File: src/rtl/tempsense_pkg.sv
// -----------------------------------------------------------------------------
// tempsense_pkg
// Shared declarations for the tempsense SAR sequencer:
//   - sar_state_t : sequencer state encoding
//   - vmax/vmin   : extreme DAC codes for an N-bit DAC
//   - cnt_width   : width of the shared PRECHARGE/MEASURE cycle counter
// -----------------------------------------------------------------------------
package tempsense_pkg;

    typedef enum logic [2:0] {
        ST_IDLE       = 3'd0,
        ST_PRECHARGE  = 3'd1,
        ST_TRANSITION = 3'd2,
        ST_MEASURE    = 3'd3,
        ST_DECIDE     = 3'd4,
        ST_DONE       = 3'd5
    } sar_state_t;

    // Highest DAC code: all N bits set.
    function automatic int vmax(input int n_vdac);
        return (1 << n_vdac) - 1;
    endfunction

    // Lowest DAC code: all N bits clear, independent of width.
    function automatic int vmin(input int n_vdac);
        return 0 * n_vdac;
    endfunction

    // Counter must hold 0 .. max(t_pre, t_meas)-1; never narrower than 1 bit.
    function automatic int cnt_width(input int t_pre, input int t_meas);
        int longest;
        longest = (t_pre > t_meas) ? t_pre : t_meas;
        return (longest > 1) ? $clog2(longest) : 1;
    endfunction

endpackage : tempsense_pkg

File: src/rtl/tempsense_sync2.sv
// -----------------------------------------------------------------------------
// tempsense_sync2
// Two-flop synchronizer for the asynchronous delay-cell output.
// Ports:
//   clk     in  system clock
//   reset_n in  asynchronous active-low reset (flops clear to 0)
//   d       in  asynchronous input
//   q       out synchronized output, two clk cycles behind d
// -----------------------------------------------------------------------------
module tempsense_sync2 (
    input  logic clk,
    input  logic reset_n,
    input  logic d,
    output logic q
);

    logic meta_reg;
    logic sync_reg;

    always_ff @(posedge clk or negedge reset_n) begin
        if (!reset_n) begin
            meta_reg <= 1'b0;
            sync_reg <= 1'b0;
        end else begin
            meta_reg <= d;
            sync_reg <= meta_reg;
        end
    end

    assign q = sync_reg;

endmodule : tempsense_sync2

File: src/rtl/tempsense_sar_ctrl.sv
// -----------------------------------------------------------------------------
// tempsense_sar_ctrl
// Successive-approximation sequencer for the tempsense delay cell. Each
// conversion runs one trial per DAC bit, MSB first; every trial is
// PRECHARGE (T_PRE) -> TRANSITION (1) -> MEASURE (T_MEAS) -> DECIDE (1).
// A trial whose delay completes inside the measure window ("pass") clears
// the bit under test, so the search ends on the largest code that still
// fails, i.e. threshold-1 clamped to 0..VMAX.
//
// Ports:
//   clk               in   system clock
//   reset_n           in   asynchronous active-low reset
//   enable            in   level enable; low aborts to IDLE and drops tempsens_en
//   start             in   one-cycle conversion request (honoured in IDLE only)
//   continuous        in   auto-restart after every DONE while high
//   temp_delay        in   raw asynchronous delay-cell output
//   tempsens_dat      out  DAC code to the cell
//   tempsens_en       out  DAC enable to the cell (registered enable)
//   tempsens_measure  out  cell precharge_n (0 = precharge)
//   busy              out  high from first PRECHARGE through last DECIDE
//   in_measurement    out  high during MEASURE
//   result            out  last completed conversion result
//   result_valid      out  one-cycle pulse, coincident with a new result
// -----------------------------------------------------------------------------
module tempsense_sar_ctrl
    import tempsense_pkg::*;
#(
    parameter int N_VDAC = 6,
    parameter int T_PRE  = 4,
    parameter int T_MEAS = 8
) (
    input  logic              clk,
    input  logic              reset_n,
    input  logic              enable,
    input  logic              start,
    input  logic              continuous,
    input  logic              temp_delay,
    output logic [N_VDAC-1:0] tempsens_dat,
    output logic              tempsens_en,
    output logic              tempsens_measure,
    output logic              busy,
    output logic              in_measurement,
    output logic [N_VDAC-1:0] result,
    output logic              result_valid
);

    localparam int CNT_W = cnt_width(T_PRE, T_MEAS);
    localparam int IDX_W = (N_VDAC > 1) ? $clog2(N_VDAC) : 1;

    localparam logic [N_VDAC-1:0] CODE_VMAX = N_VDAC'(vmax(N_VDAC));
    localparam logic [N_VDAC-1:0] CODE_VMIN = N_VDAC'(vmin(N_VDAC));
    localparam logic [N_VDAC-1:0] CODE_MSB  = N_VDAC'(1) << (N_VDAC - 1);
    localparam logic [IDX_W-1:0]  IDX_MSB   = IDX_W'(N_VDAC - 1);
    localparam logic [CNT_W-1:0]  PRE_LAST  = CNT_W'(T_PRE - 1);
    localparam logic [CNT_W-1:0]  MEAS_LAST = CNT_W'(T_MEAS - 1);

    // Parameter sanity: the synchronizer needs at least 3 measure cycles to
    // deliver a sample taken while the cell was actually being measured.
    generate
        if (T_MEAS < 3) begin : g_bad_t_meas
            $error("tempsense_sar_ctrl: T_MEAS must be >= 3");
        end
        if (T_PRE < 1) begin : g_bad_t_pre
            $error("tempsense_sar_ctrl: T_PRE must be >= 1");
        end
        if (N_VDAC < 1) begin : g_bad_n_vdac
            $error("tempsense_sar_ctrl: N_VDAC must be >= 1");
        end
    endgenerate

    // -------------------------------------------------------------------------
    // Synchronized cell output
    // -------------------------------------------------------------------------
    logic delay_sync;

    tempsense_sync2 u_sync2 (
        .clk     (clk),
        .reset_n (reset_n),
        .d       (temp_delay),
        .q       (delay_sync)
    );

    // -------------------------------------------------------------------------
    // State
    // -------------------------------------------------------------------------
    sar_state_t        state_reg,  state_next;
    logic [CNT_W-1:0]  cnt_reg,    cnt_next;
    logic [N_VDAC-1:0] code_reg,   code_next;
    logic [IDX_W-1:0]  idx_reg,    idx_next;
    logic              pass_reg,   pass_next;
    logic [N_VDAC-1:0] result_reg, result_next;

    // Registered cell/status outputs, decoded from the next state so they
    // change cleanly on the clock edge rather than through decode glitches.
    logic [N_VDAC-1:0] dat_reg,     dat_next;
    logic              meas_reg,    meas_next;
    logic              busy_reg,    busy_next;
    logic              inmeas_reg,  inmeas_next;
    logic              valid_reg,   valid_next;
    logic              en_reg;

    // One-hot masks: bit under test, and the next-lower bit to try next.
    logic [N_VDAC-1:0] bit_mask;
    logic [N_VDAC-1:0] lower_mask;

    genvar gi;
    generate
        for (gi = 0; gi < N_VDAC; gi++) begin : g_mask
            assign bit_mask[gi]   = (int'(idx_reg) == gi);
            assign lower_mask[gi] = (int'(idx_reg) == gi + 1);
        end
    endgenerate

    // -------------------------------------------------------------------------
    // Next-state logic
    // -------------------------------------------------------------------------
    logic [N_VDAC-1:0] code_decided;

    always_comb begin
        state_next   = state_reg;
        code_next    = code_reg;
        idx_next     = idx_reg;
        pass_next    = pass_reg;
        result_next  = result_reg;
        // A passing trial means the threshold is at or below this code.
        code_decided = pass_reg ? (code_reg & ~bit_mask) : code_reg;

        case (state_reg)
            ST_IDLE: begin
                if (start || continuous) begin
                    state_next = ST_PRECHARGE;
                    code_next  = CODE_MSB;
                    idx_next   = IDX_MSB;
                end
            end
            ST_PRECHARGE: begin
                if (cnt_reg == PRE_LAST) begin
                    state_next = ST_TRANSITION;
                end
            end
            ST_TRANSITION: begin
                state_next = ST_MEASURE;
            end
            ST_MEASURE: begin
                if (cnt_reg == MEAS_LAST) begin
                    state_next = ST_DECIDE;
                    pass_next  = delay_sync;
                end
            end
            ST_DECIDE: begin
                if (idx_reg != '0) begin
                    state_next = ST_PRECHARGE;
                    code_next  = code_decided | lower_mask;
                    idx_next   = idx_reg - 1'b1;
                end else begin
                    // Result is published on entry to DONE so that it lines
                    // up with the result_valid pulse.
                    state_next  = ST_DONE;
                    code_next   = code_decided;
                    result_next = code_decided;
                end
            end
            ST_DONE: begin
                if (continuous) begin
                    state_next = ST_PRECHARGE;
                    code_next  = CODE_MSB;
                    idx_next   = IDX_MSB;
                end else begin
                    state_next = ST_IDLE;
                end
            end
            default: begin
                state_next = ST_IDLE;
            end
        endcase

        // Losing enable discards the conversion in progress, including a
        // result that would otherwise be published this cycle.
        if (!enable) begin
            state_next  = ST_IDLE;
            code_next   = '0;
            idx_next    = IDX_MSB;
            result_next = result_reg;
        end
    end

    // Shared counter: restarts on every state change, runs only where it is
    // used for the phase length.
    always_comb begin
        cnt_next = cnt_reg;
        if (state_next != state_reg) begin
            cnt_next = '0;
        end else if (state_reg == ST_PRECHARGE || state_reg == ST_MEASURE) begin
            cnt_next = cnt_reg + 1'b1;
        end
    end

    // Output decode for the cycle being entered.
    always_comb begin
        dat_next    = CODE_VMAX;
        meas_next   = 1'b0;
        busy_next   = 1'b0;
        inmeas_next = 1'b0;
        valid_next  = 1'b0;
        case (state_next)
            ST_PRECHARGE: begin
                busy_next = 1'b1;
            end
            ST_TRANSITION: begin
                dat_next  = CODE_VMIN;
                busy_next = 1'b1;
            end
            ST_MEASURE: begin
                dat_next    = code_next;
                meas_next   = 1'b1;
                busy_next   = 1'b1;
                inmeas_next = 1'b1;
            end
            ST_DECIDE: begin
                dat_next  = code_next;
                meas_next = 1'b1;
                busy_next = 1'b1;
            end
            ST_DONE: begin
                valid_next = 1'b1;
            end
            default: begin
                dat_next = CODE_VMAX;
            end
        endcase
    end

    // -------------------------------------------------------------------------
    // Registers
    // -------------------------------------------------------------------------
    always_ff @(posedge clk or negedge reset_n) begin
        if (!reset_n) begin
            state_reg  <= ST_IDLE;
            cnt_reg    <= '0;
            code_reg   <= '0;
            idx_reg    <= IDX_MSB;
            pass_reg   <= 1'b0;
            result_reg <= '0;
            dat_reg    <= CODE_VMAX;
            meas_reg   <= 1'b0;
            busy_reg   <= 1'b0;
            inmeas_reg <= 1'b0;
            valid_reg  <= 1'b0;
            en_reg     <= 1'b0;
        end else begin
            state_reg  <= state_next;
            cnt_reg    <= cnt_next;
            code_reg   <= code_next;
            idx_reg    <= idx_next;
            pass_reg   <= pass_next;
            result_reg <= result_next;
            dat_reg    <= dat_next;
            meas_reg   <= meas_next;
            busy_reg   <= busy_next;
            inmeas_reg <= inmeas_next;
            valid_reg  <= valid_next;
            en_reg     <= enable;
        end
    end

    assign tempsens_dat     = dat_reg;
    assign tempsens_en      = en_reg;
    assign tempsens_measure = meas_reg;
    assign busy             = busy_reg;
    assign in_measurement   = inmeas_reg;
    assign result           = result_reg;
    assign result_valid     = valid_reg;

endmodule : tempsense_sar_ctrl

File: config.mk
export PLATFORM = sky130hd
export DESIGN_NAME = tempsense_sar_ctrl
export DESIGN_NICKNAME = d
export VERILOG_FILES = /design/src/rtl/tempsense_pkg.sv /design/src/rtl/tempsense_sync2.sv /design/src/rtl/tempsense_sar_ctrl.sv
export SDC_FILE = /design/constraint.sdc
export NUM_CORES = 1
export LEC_CHECK = 0
export BUFFER_PORTS_ARGS = -buffer_cell sky130_fd_sc_hd__buf_2
export CORE_MARGIN = 2
export CORE_UTILIZATION = 45
export CTS_CLUSTER_DIAMETER = 150
export DETAILED_ROUTE_END_ITERATION = 10
export SLEW_MARGIN = 20
export SYNTH_ARGS = -nofsm -noshare
export SYNTH_HDL_FRONTEND = slang
export SYNTH_SLANG_ARGS = --single-unit
File: constraint.sdc
create_clock -name clk -period 3.1 [get_ports clk]
set_input_delay 0.62 -clock clk [delete_from_list [all_inputs] [get_ports clk]]
set_output_delay 0.62 -clock clk [all_outputs]
set_load 0.05 [all_outputs]
## Word-level counts from Yosys, hierarchy flattened

Index checks and enable logic that the tools add are counted.

| operators by class | value |
|---|---|
| bitwise operators | 4 |
| equal/unequal tests | 23 |
| reduce and logical (&&, ||, !) cells | 11 |
| muxes and demuxes | 25 |
| $add $sub $neg | 2 |

Operators with widths:

| cell | count |
|---|---|
| $mux 3 | 11 |
| $mux 6 | 5 |
| $eq 3x3->1 const B | 9 |
| $eq 3x2->1 const B | 7 |
| $pmux 3 s6 | 1 |
| $pmux 6 s3 | 1 |
| $pmux 6 s2 | 1 |
| $ne 3x3->1 const B | 3 |
| $pmux 3 s3 | 1 |
| $and 6x6->6 | 1 |
| $eq 3x1->1 const B | 2 |
| $logic_not 3->1 | 2 |
| $not 6->6 | 1 |
| $or 6x6->6 | 1 |
| $mux 1 | 5 |
| $ne 4x1->1 const B | 1 |
| $reduce_and 4->1 | 1 |
| $reduce_or 4->1 | 1 |
| $add 3x1->3 const B | 1 |
| $ne 3x3->1 | 1 |
| $reduce_and 3->1 | 1 |
| $reduce_bool 3->1 | 1 |
| $sub 3x1->3 const B | 1 |
| $logic_or 1x1->1 | 2 |
| 4 further kinds | 4 |

| storage, ports and cells | value |
|---|---|
| output and inout bits | 17 |
| register bits after elaboration | 35 |
| input bits | 6 |

## Logic depth before layout (Yosys ltp)

Gate-level depths: netlist (run 1).

| logic depth | value |
|---|---|
| word-level depth | 9 |
| depth in mapped cells | 8 |

## Hierarchy

Synthesis (run 1) repeated with hierarchy kept, for this count alone.

| unflattened totals | value |
|---|---|
| cells, all modules | 164 |
| area, all modules | 1727.9 µm² |

By module, submodules not included:

| module | times used | cells an instance | area an instance (µm²) | seq. area each (µm²) |
|---|---|---|---|---|
| tempsense_sar_ctrl | 1 | 162 | 1677.9 | 835.8 |
| tempsense_sync2 | 1 | 2 | 50.0 | 50.0 |

## Worst setup path after synthesis (run 1)

OpenSTA, ideal clock, no wires.

| path | value |
|---|---|
| kind | input to register |
| from | input port continuous |
| to | register busy_reg (netlist: busy) |
| arrival | 1.574 ns |
| required time | 2.981 ns |
| stages | 6 |
| path buffers | 1 |
| path slack | 1.407 ns |
| cell sequence | nor3_1 > a211oi_2 > o21ba_1 > buf_2 > nor2b_4 > o21a_1 |

| on the way | value |
|---|---|
| word-level cells in the longest chain between the ends | 7 |

Ends and longest elaborated chain:

| what | RTL line | RTL |
|---|---|---|
| start, declared | tempsense_sar_ctrl.sv:36 | `input logic continuous,` |
| $logic_or 1x1->1 | tempsense_sar_ctrl.sv:130 | `if (start \|\| continuous) begin` |
| $mux 3 | tempsense_sar_ctrl.sv:130 |  |
| $pmux 3 s6 (*) | tempsense_sar_ctrl.sv:128 | `case (state_reg)` |
| $mux 3 (*) | tempsense_sar_ctrl.sv:179 | `if (!enable) begin` |
| net state_next[0] | tempsense_sar_ctrl.sv:86 | `sar_state_t state_reg, state_next;` |
| $eq 3x2->1 (tied with other cells) | tempsense_sar_ctrl.sv:205 | `case (state_next)` |
| $reduce_or 4->1 (no line) (*) | - |  |
| $mux 1 (*) | tempsense_sar_ctrl.sv:205 |  |
| net busy_next | tempsense_sar_ctrl.sv:97 | `logic busy_reg, busy_next;` |
| end signal, assigned | tempsense_sar_ctrl.sv:259 | `busy_reg <= busy_next;` |
| end, declared | tempsense_sar_ctrl.sv:97 |  |

The timed path passes the listed nets; every way through them passes the cells marked *.
A chain may end at the register's enable or synchronous reset.

## Worst setup path after layout (run 1)

| path | value |
|---|---|
| from | register state_reg[0] |
| to | register dat_reg[3] (netlist: tempsens_dat[3]) |

| on the way | value |
|---|---|
| word-level cells in the longest chain between the ends | 6 |

Ends and longest elaborated chain:

| what | RTL line | RTL |
|---|---|---|
| start, declared | tempsense_sar_ctrl.sv:86 |  |
| start signal, assigned | tempsense_sar_ctrl.sv:251 | `state_reg <= state_next;` |
| $eq 3x3->1 (tied with other cells) | tempsense_sar_ctrl.sv:128 |  |
| $pmux 3 s6 | tempsense_sar_ctrl.sv:128 |  |
| $mux 3 | tempsense_sar_ctrl.sv:179 |  |
| $eq 3x2->1 or $eq 3x3->1 (tied branches) | tempsense_sar_ctrl.sv:205 |  |
| $reduce_or 2->1 (no line) | - |  |
| $pmux 6 s2 (*) | tempsense_sar_ctrl.sv:205 |  |
| net dat_next[3] | tempsense_sar_ctrl.sv:95 | `logic [N_VDAC-1:0] dat_reg, dat_next;` |
| end signal, assigned | tempsense_sar_ctrl.sv:257 | `dat_reg <= dat_next;` |
| end, declared | tempsense_sar_ctrl.sv:95 |  |

Marked as above.

==> run metrics, run 1 <==
Antenna Nets Post-Route 0; reg2reg setup slack 1100 ps; Synth Area in Compound Gates 19.6%; first-pass GRT wire length 5.92 mm; crit-path max FO 15; # clock sinks 35; largest family of logic cells by synthesized area compound AO/OA/AOI/OAI gates; area grow syn2layout 13.3%; Post-synth ARST share 100%; Reg2Reg Depth 4; Max clock buf depth 2; Final setup violation count 0; worst rel slew slack 49.4%; Worst Hold Path Cells 0; synthesized flop and latch total 35; via count 1,253; IO buf count 22; Total GRT Usage 18.3%; Final period util 64.6%; adder-cell area share of the yosys netlist 5.79%; 1st-iter DRT viols 38; GR Overflow Total 0; vias per inst 5.33; Peak VDD IR 331 uV; # diodes 0; WP data required 3320 ps; Top Ports 23; Die Ht 66.0 um; multiplexer area fraction after synthesis 1.81%; vias in the first global route 1,290; syn_nets 178; FP Rows 22; Initial Utilization 46.8%; RSZ-0062 raised after global routing false; storage element area 886 sq um; Hold Slack 355 ps; Synth top area share 39.1%; CTS resizes 0; critical path capture point type flop; setup ws final 1100 ps; Nets 200; Simple-Gate Fraction of Synth Area 17.0%; Post-Syn Area per Cell 10.5 sq um; synth top area cells dfrtp_1 39%, dfstp_2 12%, nand2_1 5.9%; Max Clock Freq 500 MHz; CP Launch Type flop; Distinct cells, synth 49; Tightest Pin Transition 759 ps; Final Critical Period 2000 ps; pin count of the biggest net entering global routing 36; RePlAce Congestion 0.829; Seq/Total Area, Yosys 51.3%; CP arrival 2220 ps; Worst Hold Class reg2reg; multi-input logic area 773 sq um; Total Neg Setup Slack 0 ps; Ys Warns 0; post-DP HPWL 2.35 mm; clock-pin slew on the worst setup and hold paths 80 ps; wire per inst 14.3 um; outcome finished clean; CTS tree built; share of layout cells above drive strength 1 28.3%; Mapped Cells 164; Synth Area in XOR/XNOR 0.507%; Post-synth EDFFs 0; Final Hold Vio Count 0; MaxCap Viol Count 0; Synth Flop Type dfrtp_1; first-pass iteration count of the detailed router 4; Clock Skews 7.88 ps; initial antenna violation count 0; Num CTS Buffers 5; pwr/cell area 525 nW/um^2; Commonest cells post-synth 27 x dfrtp_1, 27 x nand2_1, 10 x nand3_1; Die Width 66.0 um; cell taking the most area after synthesis dfrtp_1; H-tree levels 2; Leakage Power 0.906 nW; Setup Fix Bufs, Post-CTS 0; hold_buf cts 0; Slew Limit Fails 0; worst slack at placement 1040 ps; Post-Route WL 3.35 mm; Util after Layout 53.1%; DRC violations left 0; Worst-Skew Late Latency 290 ps; synthesized cell area 1730 sq um; Crit Path Class reg2reg; core area 3690 sq um; # fillers 345; die area 4350 sq um; CTS Root Cell clkbuf_8
==> area by class of cell <==
class	count	share of cell area, %
Sequential cell	35	45.3
Multi-Input combinational cell	113	39.5
Timing Repair Buffer	22	5.63
Clock buffer	5	3.52
Tap cell	48	3.07
Inverter	9	1.73
Clock inverter	3	1.28
==> cell usage in the layout, fill, tap and decap left out, drive strengths merged, types with 2 or more instances in the layout <==
| cell | instances |
|---|---|
| buf | 22 |
| nor2 | 8 |
| nand2 | 28 |
| a211oi | 2 |
| nand3 | 10 |
| nor2b | 4 |
| dfstp | 8 |
| a21o | 2 |
| clkinv | 3 |
| dfrtp | 27 |
| mux2i | 2 |
| o2bb2ai | 5 |
| a21oi | 6 |
| clkbuf | 5 |
| a2bb2oi | 5 |
| ha | 8 |
| o21ai | 10 |
| a22oi | 4 |
| inv | 8 |
==> final timing paths <==
| check | start | to |
|---|---|---|
| setup / recovery | state_reg[0]$_DFF_PN0_ | tempsens_dat[3]$_DFF_PN1_ |
| hold / removal | u_sync2.meta_reg$_DFF_PN0_ | u_sync2.q$_DFF_PN0_ |
| setup reg to reg | state_reg[0]$_DFF_PN0_ | tempsens_dat[3]$_DFF_PN1_ |
| hold reg to reg | u_sync2.meta_reg$_DFF_PN0_ | u_sync2.q$_DFF_PN0_ |
| max in group asynchronous | reset_n | state_reg[1]$_DFF_PN0_ |
| min in group asynchronous | reset_n | tempsens_en$_DFF_PN0_ |
==> metrics by stage <==
stage | cell area, sq um | power (mW) | std cells
after detailed placement | 1860 | 0.696 | 227
after CTS | 1960 | 1.04 | 235
after floorplan | 1730 | 0.656 | 164
final | 1960 | 1.03 | 235
after global routing | 1960 | 1.09 | 235
after global placement | 1860 | 0.692 | 227
==> logic make-up after synthesis <==
logic type | after synthesis
fa+ha+maj | 8
buf+inv | 16
simple gates | 58
mux | 3
flops | 35
compound gates | 43
xor+xnor | 1
==> power by group <==
group	leakage, nW	switching [mW]	total, mW	internal [mW]
combinational	0.415	0.109	0.168	0.0588
clock	0.0443	0.179	0.340	0.160
sequential	0.448	0.0283	0.520	0.491
==> per-layer routing <==
layer  global-route usage (%)  wire length (um)  up-vias
li1                         -                 -      617
met1                     24.1              1640      607
met2                     27.7              1510       27
met3                     5.79               174        2
met4                     8.42                21        0
met5                        0                 0        -
==> worst max-delay path, cell delays in order, from the launching register on <==
cell	delay, ps
dfrtp_1	690
nor2b_1	480
nand4_1	260
and2_1	310
a2bb2oi_2	180
Note: power is estimated with default switching activity, not from simulation.
==> inputs of run 2 (changes only) <==
==> constraint.sdc (replaced) <==
create_clock -name clk -period 2.1 [get_ports clk]
set_input_delay 0.42 -clock clk [delete_from_list [all_inputs] [get_ports clk]]
set_output_delay 0.42 -clock clk [all_outputs]
set_load 0.05 [all_outputs]
==> run 2 against run 1 <==
  * Non-clock buffer count up 4
  * Via count grew 2.4%
  * Cell count is 1.7% higher
  * Power grew 58%
  * Largest cell class unchanged
  * Critical path depth grew 1
  * Register-to-register slack worse by 870 ps
  * Setup slack lost 870 ps
  * Routed wire length rose by 1.6%
  * Flip-flop and latch count unchanged
  * Sequential power rose by 48%
  * Sequential share of layout area down 1.1 points
  * Count of clock-buffer cells in the layout stayed put
  * Critical endpoint is now busy$_DFF_PN0_
==> run metrics, run 2 (synthesis results as in run 1) <==
storage element area 886 sq um (unchanged); # clock sinks 35 (unchanged); CTS Root Cell clkbuf_8; Max Clock Freq 535 MHz (+7.1%); cell area after layout 2010 sq um (+2.5%); vias in the first global route 1,231 (-4.6%); FF-to-FF Start state_reg[2]$_DFF_PN0_; vias per inst 5.37 (+0.68%); multi-input logic area 773 sq um (unchanged); Top Ports 23 (unchanged); area grow syn2layout 16.1%; Pwr Total 1.63 mW (+58%); Total GRT Usage 18.2% (-0.16 points); worst rel slew slack 49.4% (about the same); Placed Area 1890 sq um (+1.6%); slowest stage cell, crit path dfrtp_1; H-tree levels 2 (unchanged); IO buf count 22 (unchanged); Util after Layout 54.4% (+1.3 points); Peak VDD IR 581 uV (+75%); worst reg2reg endpoint busy$_DFF_PN0_; Clock Skews 5.55 ps (-2.33 ps); hold_buf cts 0 (unchanged); via count 1,283 (+2.4%); CTS tree built; Num CTS Buffers 5 (unchanged); Slew Limit Fails 0 (unchanged); Final period util 89.0% (+24 points); Final setup violation count 0 (unchanged); Setup Fix Bufs, Post-CTS 0 (unchanged); die area 4350 sq um (unchanged); outcome finished clean; first-pass iteration count of the detailed router 4 (unchanged); wire per inst 14.3 um (-0.15%); Tightest Pin Transition 760 ps (+0.354 ps); Max clock buf depth 2 (unchanged); Leakage Power 0.939 nW (+3.6%); reg2reg setup slack 230 ps (-870 ps); Nets 204 (+2.0%); 1st-iter DRT viols 42 (+11%); CP Launch Type flop; CP arrival 2050 ps (-170 ps); Worst-Skew Late Latency 290 ps (about the same); Initial Utilization 46.8% (unchanged); Final Hold Vio Count 0 (unchanged); share of layout cells above drive strength 1 29.8% (+1.5 points); post-DP HPWL 2.44 mm (+3.8%); FP Rows 22 (unchanged); Final Critical Period 1870 ps (-133 ps); initial antenna violation count 0 (unchanged); RePlAce Congestion 0.920 (+11%); # diodes 0 (unchanged); # fillers 332 (-3.8%); crit-path max FO 11 (-4); crit path cell chain nor3_1 -> a211oi_2 -> o21ba_1 -> nor2b_4 -> o21a_1; Die Width 66.0 um (unchanged); Worst path max stage delay 510 ps (-180 ps); GR Overflow Total 0 (unchanged); DRC violations left 0 (unchanged); Die Ht 66.0 um (unchanged); Reg2Reg Depth 5 (+1); Crit Path Class reg2reg; Post-Route WL 3.41 mm (+1.6%); commonest non-fill, non-tap cells in the layout 27 x nand2_1, 27 x dfrtp_1, 22 x buf_2; first-pass GRT wire length 5.75 mm (-2.8%); core area 3690 sq um (unchanged); MaxCap Viol Count 0 (unchanged); critical path capture point type flop; RSZ-0062 raised after global routing false; CTS resizes 0 (unchanged); pin count of the biggest net entering global routing 36 (unchanged); pwr/cell area 811 nW/um^2 (+54%); Worst Hold Class in2async; Antenna Nets Post-Route 0 (unchanged); Total Neg Setup Slack 0 ps (unchanged); WP data required 2280 ps (-1040 ps); clock-pin slew on the worst setup and hold paths 70 ps (about the same)
[run 2: layout make-up]
| class | instances | area share, % |
|---|---|---|
| Clock inverter | 3 | 2.18 |
| Inverter | 9 | 1.68 |
| Multi-Input combinational cell | 113 | 38.6 |
| Clock buffer | 5 | 3.43 |
| Timing Repair Buffer | 26 | 6.99 |
| Sequential cell | 35 | 44.2 |
| Tap cell | 48 | 2.99 |
[run 2: where the power goes]
part,switching [mW],total (mW),internal [mW]
clock network,0.247,0.600,0.353
registers,0.0409,0.767,0.726
logic,0.166,0.260,0.0936
[run 2: worst max path at each step]
stage,start,to,slack [ps],cells past startpoint
3_3_place_gp,continuous,busy$_DFF_PN0_,310,6
6_report,state_reg[2]$_DFF_PN0_,busy$_DFF_PN0_,230,5
3_5_place_dp,continuous,busy$_DFF_PN0_,260,6
4_1_cts,state_reg[2]$_DFF_PN0_,busy$_DFF_PN0_,250,5
5_1_grt,state_reg[2]$_DFF_PN0_,busy$_DFF_PN0_,110,5
2_1_floorplan,cnt_reg[0]$_DFFE_PN0P_,busy$_DFF_PN0_,490,8
[run 2: routing by layer]
metal	global-route usage, %	part of all wire [%]	wire length (um)
met1	24.0	48	1620
met2	26.8	44	1510
met3	5.79	5.0	171
met4	9.44	3.1	104
met5	0	0	0
[run 2: critical path: cells and delay by family (launching register included)]
family             cells  cell delay, ps
and+or+nand+nor        2             420
AOI/OAI and AO/OA      3             820
DFF                    1             510
[run 2: stage by stage]
step	hold slack (ps)	instances	worst slack [ps]
floorplan	124	164	491
global placement	341	231	315
detailed placement	346	231	258
CTS	211	239	250
global route	224	239	111
finish	192	239	231
